<file path="config.mk">
export PLATFORM = sky130hd
export DESIGN_NAME = output_port_arbiter
export DESIGN_NICKNAME = d
export VERILOG_FILES = /design/src/rtl/noc_pkg.sv /design/src/rtl/rr_arbiter.sv /design/src/rtl/output_port_arbiter.sv
export SDC_FILE = /design/constraint.sdc
export NUM_CORES = 1
export LEC_CHECK = 0
export ABC_AREA = 1
export CAP_MARGIN = 20
export CORE_UTILIZATION = 35
export DETAILED_ROUTE_END_ITERATION = 8
export SLEW_MARGIN = 10
export SYNTH_ARGS = -nofsm -noshare
export SYNTH_HDL_FRONTEND = slang
export SYNTH_SLANG_ARGS = --single-unit
</file>
<file path="constraint.sdc">
create_clock -name clk -period 5.4 [get_ports clk]
set_input_delay 1.08 -clock clk [delete_from_list [all_inputs] [get_ports clk]]
set_output_delay 1.08 -clock clk [all_outputs]
set_load 0.005 [all_outputs]
</file>
<file path="src/rtl/noc_pkg.sv">
// Shared NoC definitions: default sizes, lock FSM state encoding and a clog2 helper.
package noc_pkg;

  localparam int unsigned NOC_N_REQ   = 4;
  localparam int unsigned NOC_CREDITS = 4;

  typedef enum logic {
    ST_IDLE   = 1'b0,
    ST_LOCKED = 1'b1
  } arb_state_e;

  // Ceiling log2, never less than 1 so that derived vectors stay legal.
  function automatic int unsigned clog2(input int unsigned value);
    int unsigned res;
    int unsigned v;
    res = 0;
    v   = (value > 0) ? value - 1 : 0;
    while (v > 0) begin
      res = res + 1;
      v   = v >> 1;
    end
    return (res == 0) ? 1 : res;
  endfunction

endpackage

</file>
<file path="src/rtl/rr_arbiter.sv">
// Round-robin arbiter: one-hot grant to the first requester after ptr, wrapping.
module rr_arbiter
  import noc_pkg::*;
#(
  parameter int unsigned N_REQ = NOC_N_REQ
) (
  input  logic [N_REQ-1:0]        req,
  input  logic [clog2(N_REQ)-1:0] ptr,
  output logic [N_REQ-1:0]        grant
);

  localparam int unsigned PW = clog2(N_REQ);

  // Scan indices ptr+1 .. ptr+N_REQ (mod N_REQ); the first active request wins.
  always_comb begin
    int unsigned   idx;
    logic [PW-1:0] idx_w;
    logic          found;
    grant = '0;
    found = 1'b0;
    idx   = 0;
    idx_w = '0;
    for (int unsigned k = 1; k <= N_REQ; k++) begin
      idx = 32'(ptr) + k;
      if (idx >= N_REQ) idx = idx - N_REQ;
      idx_w = PW'(idx);
      if (!found && req[idx_w]) begin
        grant[idx_w] = 1'b1;
        found        = 1'b1;
      end
    end
  end

endmodule

</file>
<file path="src/rtl/output_port_arbiter.sv">
// Output port arbiter: round-robin selection of input FIFOs onto one credit-flow-
// controlled link. Define OUTPUT_PORT_ARBITER_LOCK_EN to enable wormhole locking
// (a head flit locks the link to its requester until that requester sends a tail).
module output_port_arbiter
  import noc_pkg::*;
#(
  parameter int unsigned N_REQ   = NOC_N_REQ,
  parameter int unsigned CREDITS = NOC_CREDITS
) (
  input  logic                    clk,
  input  logic                    rst_n,
  input  logic [N_REQ-1:0]        empty,
  input  logic [N_REQ-1:0]        tail,
  input  logic                    ret,
  output logic [N_REQ-1:0]        read,
  output logic                    val,
  output logic [clog2(N_REQ)-1:0] sel,
  output logic                    credit_err
);

  localparam int unsigned   SW       = clog2(N_REQ);
  localparam int unsigned   CW       = clog2(CREDITS + 1);
  localparam logic [CW-1:0] CRED_MAX = CW'(CREDITS);
  localparam logic [SW-1:0] LAST_RST = SW'(N_REQ - 1);

  logic [CW-1:0]    credit_q, credit_d;
  logic [SW-1:0]    last_q, last_d;
  logic [SW-1:0]    sel_q, sel_d;
  logic             val_q, val_d;
  logic             err_q, err_d;
  logic [N_REQ-1:0] req;
  logic [N_REQ-1:0] grant;
  logic [SW-1:0]    win_idx;
  logic             send;

`ifdef OUTPUT_PORT_ARBITER_LOCK_EN
  arb_state_e    state_q, state_d;
  logic [SW-1:0] owner_q, owner_d;

  // While a packet is in flight only its owner may request the link.
  always_comb begin
    req = ~empty;
    if (state_q == ST_LOCKED) begin
      req          = '0;
      req[owner_q] = ~empty[owner_q];
    end
  end

  // Lock FSM next state: head flits lock the link, the owner's tail releases it.
  always_comb begin
    state_d = state_q;
    owner_d = owner_q;
    if (send) begin
      case (state_q)
        ST_IDLE: begin
          if (!tail[win_idx]) begin
            state_d = ST_LOCKED;
            owner_d = win_idx;
          end
        end
        ST_LOCKED: begin
          if (tail[win_idx]) state_d = ST_IDLE;
        end
        default: state_d = ST_IDLE;
      endcase
    end
  end

  // Lock FSM state register.
  always_ff @(posedge clk or negedge rst_n) begin
    if (!rst_n) begin
      state_q <= ST_IDLE;
      owner_q <= '0;
    end else begin
      state_q <= state_d;
      owner_q <= owner_d;
    end
  end
`else
  logic unused_tail;
  assign unused_tail = ^tail;
  assign req         = ~empty;
`endif

  rr_arbiter #(
    .N_REQ (N_REQ)
  ) u_rr_arbiter (
    .req   (req),
    .ptr   (last_q),
    .grant (grant)
  );

  // Encode the one-hot grant into a mux index.
  always_comb begin
    win_idx = '0;
    for (int unsigned i = 0; i < N_REQ; i++) begin
      if (grant[i]) win_idx = SW'(i);
    end
  end

  // A flit leaves only with a credit in hand; nothing moves while reset is held.
  assign send = rst_n && (credit_q != '0) && (|grant);
  assign read = send ? grant : '0;

  // Credit accounting, pointer update and link-side output staging.
  always_comb begin
    credit_d = credit_q;
    last_d   = last_q;
    sel_d    = sel_q;
    val_d    = send;
    err_d    = err_q;
    if (send) begin
      last_d = win_idx;
      sel_d  = win_idx;
    end
    if (send && !ret) begin
      credit_d = credit_q - CW'(1);
    end else if (ret && !send) begin
      if (credit_q == CRED_MAX) err_d = 1'b1;
      else                      credit_d = credit_q + CW'(1);
    end
  end

  // Datapath registers.
  always_ff @(posedge clk or negedge rst_n) begin
    if (!rst_n) begin
      credit_q <= CRED_MAX;
      last_q   <= LAST_RST;
      sel_q    <= '0;
      val_q    <= 1'b0;
      err_q    <= 1'b0;
    end else begin
      credit_q <= credit_d;
      last_q   <= last_d;
      sel_q    <= sel_d;
      val_q    <= val_d;
      err_q    <= err_d;
    end
  end

  assign val        = val_q;
  assign sel        = sel_q;
  assign credit_err = err_q;

endmodule

</file>
==> flow_summary_export.csv, run 1 <==
group,metric,value,unit
outcome,status,"completed",
logic_synthesis,synthFlopType,"dfrtp_1",
logic_synthesis,ys_seq_area_frac,0.2470,
route,routedWlPerCell,10.34,um
clocking,insertion_delay,0.26,ns
placed_design,portBuffers,14,
route,via_per_inst,4.775,
logic_synthesis,ys_warn_count,0,
finish,syn_to_final_growth,22.00,%
logic_synthesis,synth.net_count,148,
worst_setup_path,r2r_start,"last_q[0]",
worst_setup_path,ff2ff_path_depth,18,
clocking,clk_pin_slew,0.06,ns
clocking,cts_buffers,3,
global_routing,overflow,0,
logic_synthesis,netlist_area,927.1,um^2
worst_hold_path,worstHoldStart,"credit_err",
pwr,p_clk_frac,0.062,
logic_synthesis,synth_most_common_cell,"nand2_1",
timing,whs,0.4702,ns
logic_synthesis,synth-seq-cells,9,
die,chipHeight,53.47,um
finish,layout-drive-gt1-share,0.2297,
pwr,power_frac_comb,0.769,
logic_synthesis,ys_types,22,
pwr,internal-power,0.3840,mW
worst_setup_path,cpMostUsedCell,"nand3_1",
worst_setup_path,crit_path_max_fanout,8,
clocking,cts_resized,0,
clocking,h-tree-depth,1,
worst_setup_path,path_cells,"clkdlybuf4s50_1, nand2_1, nand3_1, nand2_4, nor2_8, nand3_1, nand3_1, nor2_1, nand2_2, nand2_4, nor2_2, clkdlybuf4s50_1",
route,ant_nets,0,
worst_setup_path,arrival,3.16,ns
pwr,switching_share,0.5356,
die,io_pins,19,
worst_hold_path,worstHoldPathCells,1,
clocking,cts_buffer_depth,2,
logic_synthesis,syn_area_per_cell,7.132,um^2
timing,tightest_slew,0.6436,ns
pwr,powerDensity,731.1,nW/um^2
timing,fin_crit,4.238,ns
die,dieArea,2859,um^2
placed_design,dp.final_hpwl,1619,um
pwr,irDropWorstVdd,342.7,uV
worst_setup_path,path_buf_inv,2,
timing,final_hold_viol_count,0,
placed_design,place_congestion,0.7645,
die,coreArea,2500,um^2
worst_setup_path,worstSetupStartpoint,"empty[0]",
finish,antennaDiodeCount,0,
pwr,p_leak,0.6181,nW
timing,setup_viol,0,
worst_setup_path,path_depth,12,
die,die_width,53.47,um
worst_setup_path,critPathMaxStageDelay,0.52,ns
run,maxCapViolations,0,
timing,slew_violations,0,
finish,nets,167,
timing,skew,0.004111,ns
die,rows,18,
global_routing,grt_usage,0.1673,
logic_synthesis,synth_area_leaders,"dfrtp_1 (16%), nand2_1 (15%), nand3_1 (11%)",
worst_setup_path,cp-end-kind,"output pin",
timing,finalSetupTns,0,ns
worst_setup_path,cp_data_required_time,4.32,ns
logic_synthesis,yosys.area.top_type,"dfrtp_1",
clocking,cts.sinks,9,
timing,grt_setup_unrepaired,"false",
worst_setup_path,crit_family,"simple AND/OR/NAND/NOR gates",
clocking,hold_buffers,0,
global_routing,antenna_found_initial,0,
logic_synthesis,async_flop_share,1.000,
placed_design,place_area,1105,um^2
logic_synthesis,yosys-top-cells-count,"nand2_1 (37), inv_1 (20), nand3_1 (20)",
pwr,p_seq_frac,0.169,
die,start_util,0.3709,
timing,slew_headroom,0.5689,
worst_setup_path,crit_slowest_cell,"clkdlybuf4s50_1",
worst_setup_path,critPathLaunchType,"input port",
timing,fmax,236.0,MHz
route,drt_iter0_markers,10,
logic_synthesis,synth_edf_count,0,
worst_hold_path,worstHoldPathType,"register to register",
clocking,cts_tree,"built",
clocking,cts_setup_buffers,0,
logic_synthesis,synth_top_area_frac,0.1619,
route,wl,1841,um
worst_setup_path,crit_type,"input port to output pin",
global_routing,grt_pass1_vias,843,
route,drc_errors,0,
route,num_vias,850,
route,firstDrtPassIters,4,
pwr,power.net_switching,0.4429,mW
timing,finalCritPeriodShare,0.7848,
logic_synthesis,synth_cells,130,
global_routing,grt_start_max_net_pins,11,
clocking,cts-root-buf,"clkbuf_4",
global_routing,grt_pass1_wl,3415,um
finish,fin_area,1131,um^2
[state kept, by name (all words and copies together) (netlist names)]
signal      count
sel             2
val             1
last_q          2
credit_q        3
credit_err      1
[final cells by class]
class | count | area [um^2]
Tap cell | 30 | 37.54
Sequential cell | 9 | 229.0
Clock buffer | 4 | 26.28
Multi-Input combinational cell | 99 | 615.6
Fill cell | 267 | 1369
Inverter | 22 | 82.58
Timing Repair Buffer | 14 | 140.1
[routing by layer]
layer / GRT usage / vias up / part of all wire
li1: - / 446 / -
met3: 0.008621 / 5 / 0.0087
met1: 0.1924 / 391 / 0.42
met5: 0 / - / 0
met2: 0.2958 / 8 / 0.54
met4: 0.1053 / 0 / 0.029
[cell families (layout without fill, tap and decap cells)]
family	Yosys count	count (layout)	share of synthesized area
AOI/OAI and AO/OA	4	4	0.03239
adders and majority gates	7	7	0.1026
buffers and inverters	22	40	0.08907
xor gates and xnor gates	3	3	0.02835
and+or+nand+nor	85	85	0.5007
DFF	9	9	0.2470
[worst reg2reg max path, stage by stage (launching register included)]
cell and delay [ns]:
dfstp_2 0.62, inv_2 0.12, ha_1 0.36, inv_1 0.09
nand3_1 0.14, nand2_4 0.10, nor2_8 0.18, nand3_1 0.11
nand3_1 0.12, nor2_1 0.06, nand2_2 0.09, nand2_4 0.07
inv_1 0.10, ha_1 0.19, inv_1 0.08, fa_1 0.37
xnor2_1 0.15, nand3_1 0.11, xor2_1 0.15
[placed cells by master, fill, tap and decap left out, drive strengths merged, types with 2 or more instances in the layout]
cell type and n:
ha 6, clkdlybuf4s50 14, nand2 47, inv 22
o21ai 2, dfstp 3, clkbuf 4, xor2 2
dfrtp 6, nor2 10, nand3 27
[metrics by stage]
step                power, mW  cells  utilization  setup WS (ns)
global route           0.9322    178       0.4525         0.9456
finish                 0.8269    178       0.4525          1.162
global placement       0.7669    174       0.4419          1.176
detailed placement     0.7849    174       0.4419          1.139
floorplan              0.6292    130            -          2.309
CTS                    0.8409    178       0.4525          1.133
[power by group through the flow]
stage          sequential (mW)  combinational (mW)  clock, mW
3_3_place_gp             0.140               0.627          0
4_1_cts                  0.141               0.646     0.0544
3_5_place_dp             0.142               0.643          0
5_1_grt                  0.146               0.731     0.0555
6_report                 0.140               0.635     0.0514
2_1_floorplan            0.137               0.493          0
[path summary, 6_finish.rpt]
path,end,slack (ns)
max in group asynchronous,last_q[1],3.96
min in group asynchronous,credit_err,1.11
worst min-delay path,credit_err,0.47
worst min register to register,credit_err,0.47
worst max register to register,credit_q[2],2.11
worst max-delay path,read[1],1.16
(Power assumes the default switching activity.)
==> run 2, diff against run 1 <==
Clock period 5.4 ns to 4.4 ns, I/O delays scaled along.
==> flow_summary_export.csv, run 2 (synthesis results as in run 1) <==
group,metric,value,unit
clocking,hold_buffers,0,
outcome,status,"completed",
finish,fin_cells,179,
timing,fin_crit,3.831,ns
worst_setup_path,crit_type,"input port to output pin",
route,drt_iter0_markers,11,
timing,grt_setup_unrepaired,"false",
clocking,h-tree-depth,1,
timing,skew,0.004078,ns
pwr,p_seq_frac,0.168,
clocking,insertion_delay,0.26,ns
route,num_vias,856,
route,drc_errors,0,
finish,largest_reg_flops,3,
pwr,power_frac_comb,0.769,
run,maxCapViolations,0,
worst_setup_path,r2r_start,"last_q[0]",
worst_setup_path,crit_path_max_fanout,8,
pwr,switching_share,0.5365,
timing,setup_viol,0,
pwr,powerDensity,893.4,nW/um^2
worst_setup_path,worstSetupStartpoint,"empty[0]",
timing,finalSetupTns,0,ns
finish,layout-drive-gt1-share,0.2349,
global_routing,grt_busiest_layer,"met2",
global_routing,grt.met1_usage,0.1713,
finish,final_cell_mix,"nand2_1 (37), inv_1 (20), nand3_1 (20), clkdlybuf4s50_1 (14), nand2_2 (8)",
finish,syn_to_final_growth,22.81,%
global_routing,antenna_found_initial,0,
placed_design,portBuffers,14,
clocking,cts_tree,"built",
pwr,p_clk_frac,0.063,
clocking,cts-root-buf,"clkbuf_4",
pwr,irDropWorstVdd,417.8,uV
clocking,cts.sinks,9,
global_routing,overflow,0,
die,io_pins,19,
die,die_width,53.47,um
finish,final_common_cell,"nand2_1",
global_routing,grtUsageMet2,0.2771,
global_routing,grt_usage,0.1527,
timing,finalCritPeriodShare,0.8708,
placed_design,place_congestion,0.7429,
route,routedWlPerCell,10.27,um
finish,nets,168,
pwr,internal-power,0.4715,mW
worst_setup_path,critPathLaunchType,"input port",
worst_setup_path,arrival,2.95,ns
global_routing,grt_pass1_wl,3167,um
global_routing,grt_pass1_vias,808,
worst_hold_path,worstHoldPathType,"register to register",
die,rows,18,
global_routing,grt_start_max_net_pins,11,
route,firstDrtPassIters,4,
pwr,power.total,1.017,mW
route,wl,1839,um
worst_hold_path,worstHoldStart,"sel[1]",
die,start_util,0.3709,
clocking,cts_setup_buffers,0,
finish,regMostFlops,"credit_q",
pwr,p_leak,0.6229,nW
clocking,cts_resized,0,
global_routing,use_met3,0.008621,
timing,slew_violations,0,
finish,antennaDiodeCount,0,
route,via_per_inst,4.782,
timing,setup_ws,0.5686,ns
timing,tightest_slew,0.6481,ns
route,ant_nets,0,
timing,final_hold_viol_count,0,
worst_setup_path,cp_data_required_time,3.52,ns
timing,fmax,261.0,MHz
pwr,power.net_switching,0.5457,mW
clocking,cts_buffers,3,
worst_setup_path,cp-end-kind,"output pin",
die,chipHeight,53.47,um
die,dieArea,2859,um^2
placed_design,dp.final_hpwl,1564,um
placed_design,dp_cells,175,
timing,slew_headroom,0.5659,
placed_design,dp_slack,0.5602,ns
clocking,clk_pin_slew,0.06,ns
clocking,cts_buffer_depth,2,
die,coreArea,2500,um^2
[run 2: cell types whose count changed in the layout (fill, tap and decap cells not counted), sizes merged]
cell | before | now
buf | 0 | 1
[run 2: critical path, stage by stage]
cell and delay, ns:
clkdlybuf4s50_1 0.51, nand2_1 0.08, nand3_1 0.13, nand2_4 0.10
nor2_8 0.18, nand3_1 0.12, nand3_2 0.13, nor2_2 0.05
nand2_2 0.08, nand2_4 0.08, nor2_2 0.10, clkdlybuf4s50_1 0.50
[run 2: stage by stage]
step / cell area (um^2) / hold slack (ns) / utilization
2_1_floorplan: 927.1 / 0.4530 / -
3_3_place_gp: 1112 / 0.4617 / 0.4449
3_5_place_dp: 1112 / 0.4761 / 0.4449
4_1_cts: 1139 / 0.4890 / 0.4555
5_1_grt: 1139 / 0.5059 / 0.4555
6_report: 1139 / 0.4792 / 0.4555
[run 2: final timing paths]
kind | end | slack [ns] | cells past startpoint
min in group asynchronous | credit_err | 0.89 | 2
max in group asynchronous | last_q[1] | 3.29 | 2
hold / removal | sel[1] | 0.48 | 2
setup / recovery | read[1] | 0.57 | 12
hold reg to reg | sel[1] | 0.48 | 2
setup reg to reg | credit_q[2] | 1.11 | 18
[run 2: power groups by stage]
stage | clock (mW) | sequential (mW) | combinational (mW)
2_1_floorplan | 0 | 0.168 | 0.605
3_3_place_gp | 0 | 0.172 | 0.770
3_5_place_dp | 0 | 0.173 | 0.791
4_1_cts | 0.0661 | 0.172 | 0.794
5_1_grt | 0.0671 | 0.178 | 0.895
6_report | 0.0637 | 0.171 | 0.782
[run 2: layer usage]
metal	vias up	wire (um)
li1	446	-
met2	5	967
met5	-	0
met3	5	20
met4	0	41
met1	400	810
[run 2: cell type report]
class                   count  area (um^2)
clock buffers               4        26.28
flip-flops and latches      9        229.0
repair buffers             15        147.6
well taps                  30        37.54
multi-input cells          99        615.6
fillers                   263         1361
inverters                  22        82.58
==> RTL edit 1, RTL diff (settings of run 2) <==
Add a define of `OUTPUT_PORT_ARBITER_LOCK_EN`.
--- a/src/rtl/output_port_arbiter.sv
+++ b/src/rtl/output_port_arbiter.sv
@@ -3,2 +3,4 @@
 // (a head flit locks the link to its requester until that requester sends a tail).
+`define OUTPUT_PORT_ARBITER_LOCK_EN
+
 module output_port_arbiter
Function: changed (a bounded check fails within 4 cycles, from zero or initial values and one cycle with rst_n low).
==> RTL edit 1 against run 2 <==
- global-route usage fell by 0.11 points
- routed wire length rose by 39%
- setup slack got worse by 0.35 ns
- hold slack got worse by 0.0031 ns
- sequential cell count rose by 3
- synthesized area rose by 35%
- cell count rose by 34%
- die area rose by 34%
- final area rose by 36%
Power is not shown: default switching activity piles up to over one toggle a cycle in this logic, so the estimate is an artifact.
==> RTL edit 1: results (changes against run 2) <==
\begin{tabular}{lr}
\hline
Metric & Value \\
\hline
\multicolumn{2}{l}{\textbf{Yosys}} \\
Avg Inst Size Synth & 7.43 µm² (+4.1\%) \\
Post-synthesis share of cell area spent on full adders, half adders and majority gates & 10.6\% (+0.31 points) \\
Net Count, Synth & 190 (+28\%) \\
Synth area leaders & dfrtp\_1 (18\%), nand2\_1 (13\%), nand3\_2 (10\%) \\
Post-synth cell types & 24 (+9.1\%) \\
\multicolumn{2}{l}{\textbf{Placed design}} \\
Half-perimeter wire length of the detailed placement result & 2100 µm (+34\%) \\
Instance count after placement with tap cells included & 235 (+34\%) \\
Final GP Congestion & 0.816 (+9.8\%) \\
\multicolumn{2}{l}{\textbf{Timing}} \\
Post-Route Skew & 0.00524 ns (+0.00116 ns) \\
Least-Margin Pin Slew & 0.540 ns (-0.108 ns) \\
\multicolumn{2}{l}{\textbf{Final layout}} \\
Final-layout clock-cell area share & 2.34\% (+0.035 points) \\
Sequential share of cell area & 19.6\% (-0.48 points) \\
Inverters, non-clock & 23 (+4.5\%) \\
Count of fill cells added during filler insertion & 321 (+22\%) \\
Cell area after layout & 1550 µm² (+36\%) \\
Flip-flop and latch count & 12 (+3) \\
Fraction of final layout cells sized beyond drive strength 1 & 28.0\% (+4.5 points) \\
\multicolumn{2}{l}{\textbf{Global routing}} \\
Overall fraction of global-route tracks in use & 15.2\% (-0.11 points) \\
M1 GR Usage & 19.4\% (+2.3 points) \\
\multicolumn{2}{l}{\textbf{Drt}} \\
Average vias per placed instance & 4.69 (-2.0\%) \\
Routed wire length per instance & 10.7 µm (+4.2\%) \\
First-iteration detailed-routing DRC count & 76 (+65) \\
\multicolumn{2}{l}{\textbf{Status}} \\
Status & finished, final reports clean \\
\multicolumn{2}{l}{\textbf{Clock network}} \\
CTS clk-pin slew, worst paths & 0.08 ns (+0.02 ns) \\
\multicolumn{2}{l}{\textbf{Worst setup path}} \\
Data arrival time of the critical path & 3.30 ns (+0.35 ns) \\
\hline
\end{tabular}
-- RTL edit 1: path summary, 6_finish.rpt --
| kind | start | to | slack (ns) | depth (start not counted) |
|---|---|---|---|---|
| max | empty[3] | read[1] | 0.22 | 18 |
| min | credit_err$_DFFE_PN0P_ | credit_err$_DFFE_PN0P_ | 0.48 | 1 |
| max reg2reg | last_q[0]$_DFFE_PN1N_ | credit_q[2]$_DFFE_PN1P_ | 0.90 | 19 |
| min reg2reg | credit_err$_DFFE_PN0P_ | credit_err$_DFFE_PN0P_ | 0.48 | 1 |
| max in group asynchronous | rst_n | credit_q[2]$_DFFE_PN1P_ | 3.24 | 2 |
| min in group asynchronous | rst_n | state_q$_DFFE_PN0N_ | 0.92 | 2 |
-- RTL edit 1: what timing repair did --
item                                    CTS  global route
resized for setup                         0             1
endpoints found under the setup margin    0             2
endpoints found under the hold margin     0             0
==> RTL edit 2, RTL diff (settings of run 2) <==
Made on the original files. Register the output `credit_err` once more; this adds one clock of latency there. The other outputs are not delayed to match.
--- a/src/rtl/output_port_arbiter.sv
+++ b/src/rtl/output_port_arbiter.sv
@@ -142,3 +142,5 @@
   assign sel        = sel_q;
-  assign credit_err = err_q;
+  always_ff @(posedge clk) begin
+    credit_err <= err_q;
+  end
 
Check against the original RTL: not equivalent (Yosys sat finds a counterexample within 4 cycles, from zero or initial values and one cycle with rst_n low).
==> RTL edit 2 against run 2 <==
- synthesized area rose by 1.6%
- highest routed layer unchanged
- sequential cell count rose by 1
- critical path depth stayed put
- total power rose by 1.6%
- routed wire length is 1.7% higher
- final area increased by 2.0%
- sequential power up 12%
- setup slack worse by 0.016 ns
==> RTL edit 2: results (changes against run 2) <==
\begin{tabular}{lr}
\hline
Metric & Value \\
\hline
\multicolumn{2}{l}{\textbf{Timing}} \\
Worst hold slack across all endpoints & 0.404 ns (-0.0755 ns) \\
Least-Margin Pin Slew & 0.386 ns (-0.262 ns) \\
Post-Route Skew & 0.00134 ns (-0.00274 ns) \\
\multicolumn{2}{l}{\textbf{Worst hold path}} \\
Hold Path Cell Cnt & 0 (-2) \\
Endpoint, Worst Hold & credit\_err\$\_DFF\_P\_ \\
Startpoint of the worst hold path & err\_q\$\_DFFE\_PN0P\_ \\
\multicolumn{2}{l}{\textbf{Placed design}} \\
Pre-CTS setup slack & 0.555 ns (-0.00554 ns) \\
Final GP Congestion & 0.827 (+11\%) \\
Instance count after placement with tap cells included & 176 (+0.57\%) \\
Half-perimeter wire length of the detailed placement result & 1560 µm (about the same) \\
Placed standard-cell area & 1130 µm² (+2.0\%) \\
\multicolumn{2}{l}{\textbf{Status}} \\
Status & finished, final reports clean \\
\multicolumn{2}{l}{\textbf{Worst setup path}} \\
Max stage delay on crit path & 0.53 ns (+0.02 ns) \\
Data arrival time of the critical path & 2.97 ns (+0.02 ns) \\
Setup slack of the worst register-to-register path & 1.01 ns (-0.10 ns) \\
Slowest stage cell, crit path & clkdlybuf4s50\_1 \\
Setup crit start & empty[0] \\
\multicolumn{2}{l}{\textbf{Yosys}} \\
Synth area leaders & dfrtp\_1 (16\%), nand2\_1 (14\%), nand3\_1 (10\%) \\
Most used standard cells in the synthesized netlist & nand2\_1 (35), inv\_1 (19), nand3\_1 (19), nand2\_2 (10), nand3\_2 (8) \\
Cell count after synthesis & 130 (unchanged) \\
Post-synth cell types & 23 (+4.5\%) \\
Proportion of register bits with asynchronous set or reset after synthesis & 90.0\% (-10 points) \\
Register area share after synthesis & 26.4\% (+1.7 points) \\
\multicolumn{2}{l}{\textbf{Global routing}} \\
Vias in the first global route & 779 (-3.6\%) \\
Antenna violations before repair & 0 (unchanged) \\
Wire length of the first global-routing pass & 3130 µm (-1.3\%) \\
Overall fraction of global-route tracks in use & 14.6\% (-0.66 points) \\
Pin count of the biggest net entering global routing & 11 (unchanged) \\
\multicolumn{2}{l}{\textbf{Final layout}} \\
Fraction of final layout cells sized beyond drive strength 1 & 24.7\% (+1.2 points) \\
Layout net count & 169 (+0.60\%) \\
Count of fill cells added during filler insertion & 261 (-0.76\%) \\
\multicolumn{2}{l}{\textbf{Pwr}} \\
Leakage power of the design & 0.628 nW (+0.88\%) \\
Worst vdd ir & 0.422 mV (+0.97\%) \\
\multicolumn{2}{l}{\textbf{Clock network}} \\
CTS clk-pin slew, worst paths & 0.06 ns (about the same) \\
Clock insertion delay at the later pin of the skew report & 0.26 ns (about the same) \\
\multicolumn{2}{l}{\textbf{Drt}} \\
Number of detailed-routing iterations run before antenna repair & 4 (unchanged) \\
Routed wire length per instance & 10.4 µm (+1.1\%) \\
First-iteration detailed-routing DRC count & 12 (+1) \\
Vias post-DR & 871 (+1.8\%) \\
Average vias per placed instance & 4.84 (+1.2\%) \\
\hline
\end{tabular}
==> RTL edit 2: worst max-delay path by stage <==
stage               slack, ns  cells past startpoint                      end
floorplan                1.27                     18  credit_q[2]$_DFFE_PN1P_
detailed placement       0.55                     12                  read[0]
global route             0.35                     13                  read[3]
global placement         0.58                     12                  read[3]
finish                   0.55                     12                  read[0]
CTS                      0.55                     12                  read[0]
==> RTL edit 2: kinds of logic after synthesis <==
kind of cell	share of synthesized area, %
buffers and inverters	7.97
adders and majority gates	10.1
xor gates and xnor gates	1.86
DFF	26.4
and+or+nand+nor	49.7
AOI/OAI and AO/OA	3.98
==> RTL edit 2: area by class of cell <==
cell class,instances,area [µm²],area share [%]
repair buffers,16,155,13.4
clock buffers,4,26.3,2.26
multi-input cells,100,618,53.2
inverters,20,75.1,6.47
flip-flops and latches,10,249,21.4
well taps,30,37.5,3.23
==> RTL edit 2: worst register-to-register path: stages, from the launching register on <==
cell     delay [ns]
dfstp_2        0.62
inv_2          0.12
ha_1           0.38
inv_1          0.09
nand3_1        0.13
nand2_4        0.10
nor2_8         0.18
nand3_2        0.11
nand3_1        0.12
nor2_1         0.06
nand2_2        0.07
nand2_2        0.10
inv_1          0.09
ha_1           0.14
inv_1          0.09
fa_1           0.38
or2_2          0.30
nand3_1        0.09
xor2_1         0.16
==> RTL edit 2: where the power goes <==
part	internal, W	switching [W]
Sequential	0.000153	0.0000382
Combinational	0.000298	0.000480
Clock	0.0000350	0.0000289
==> RTL edit 2: per-layer routing <==
layer	track usage [%]	up-vias	wire (µm)
met1	19.3	407	902
li1	-	452	-
met3	0.847	2	31
met2	25.5	10	930
met5	0	-	0
met4	3.95	0	5
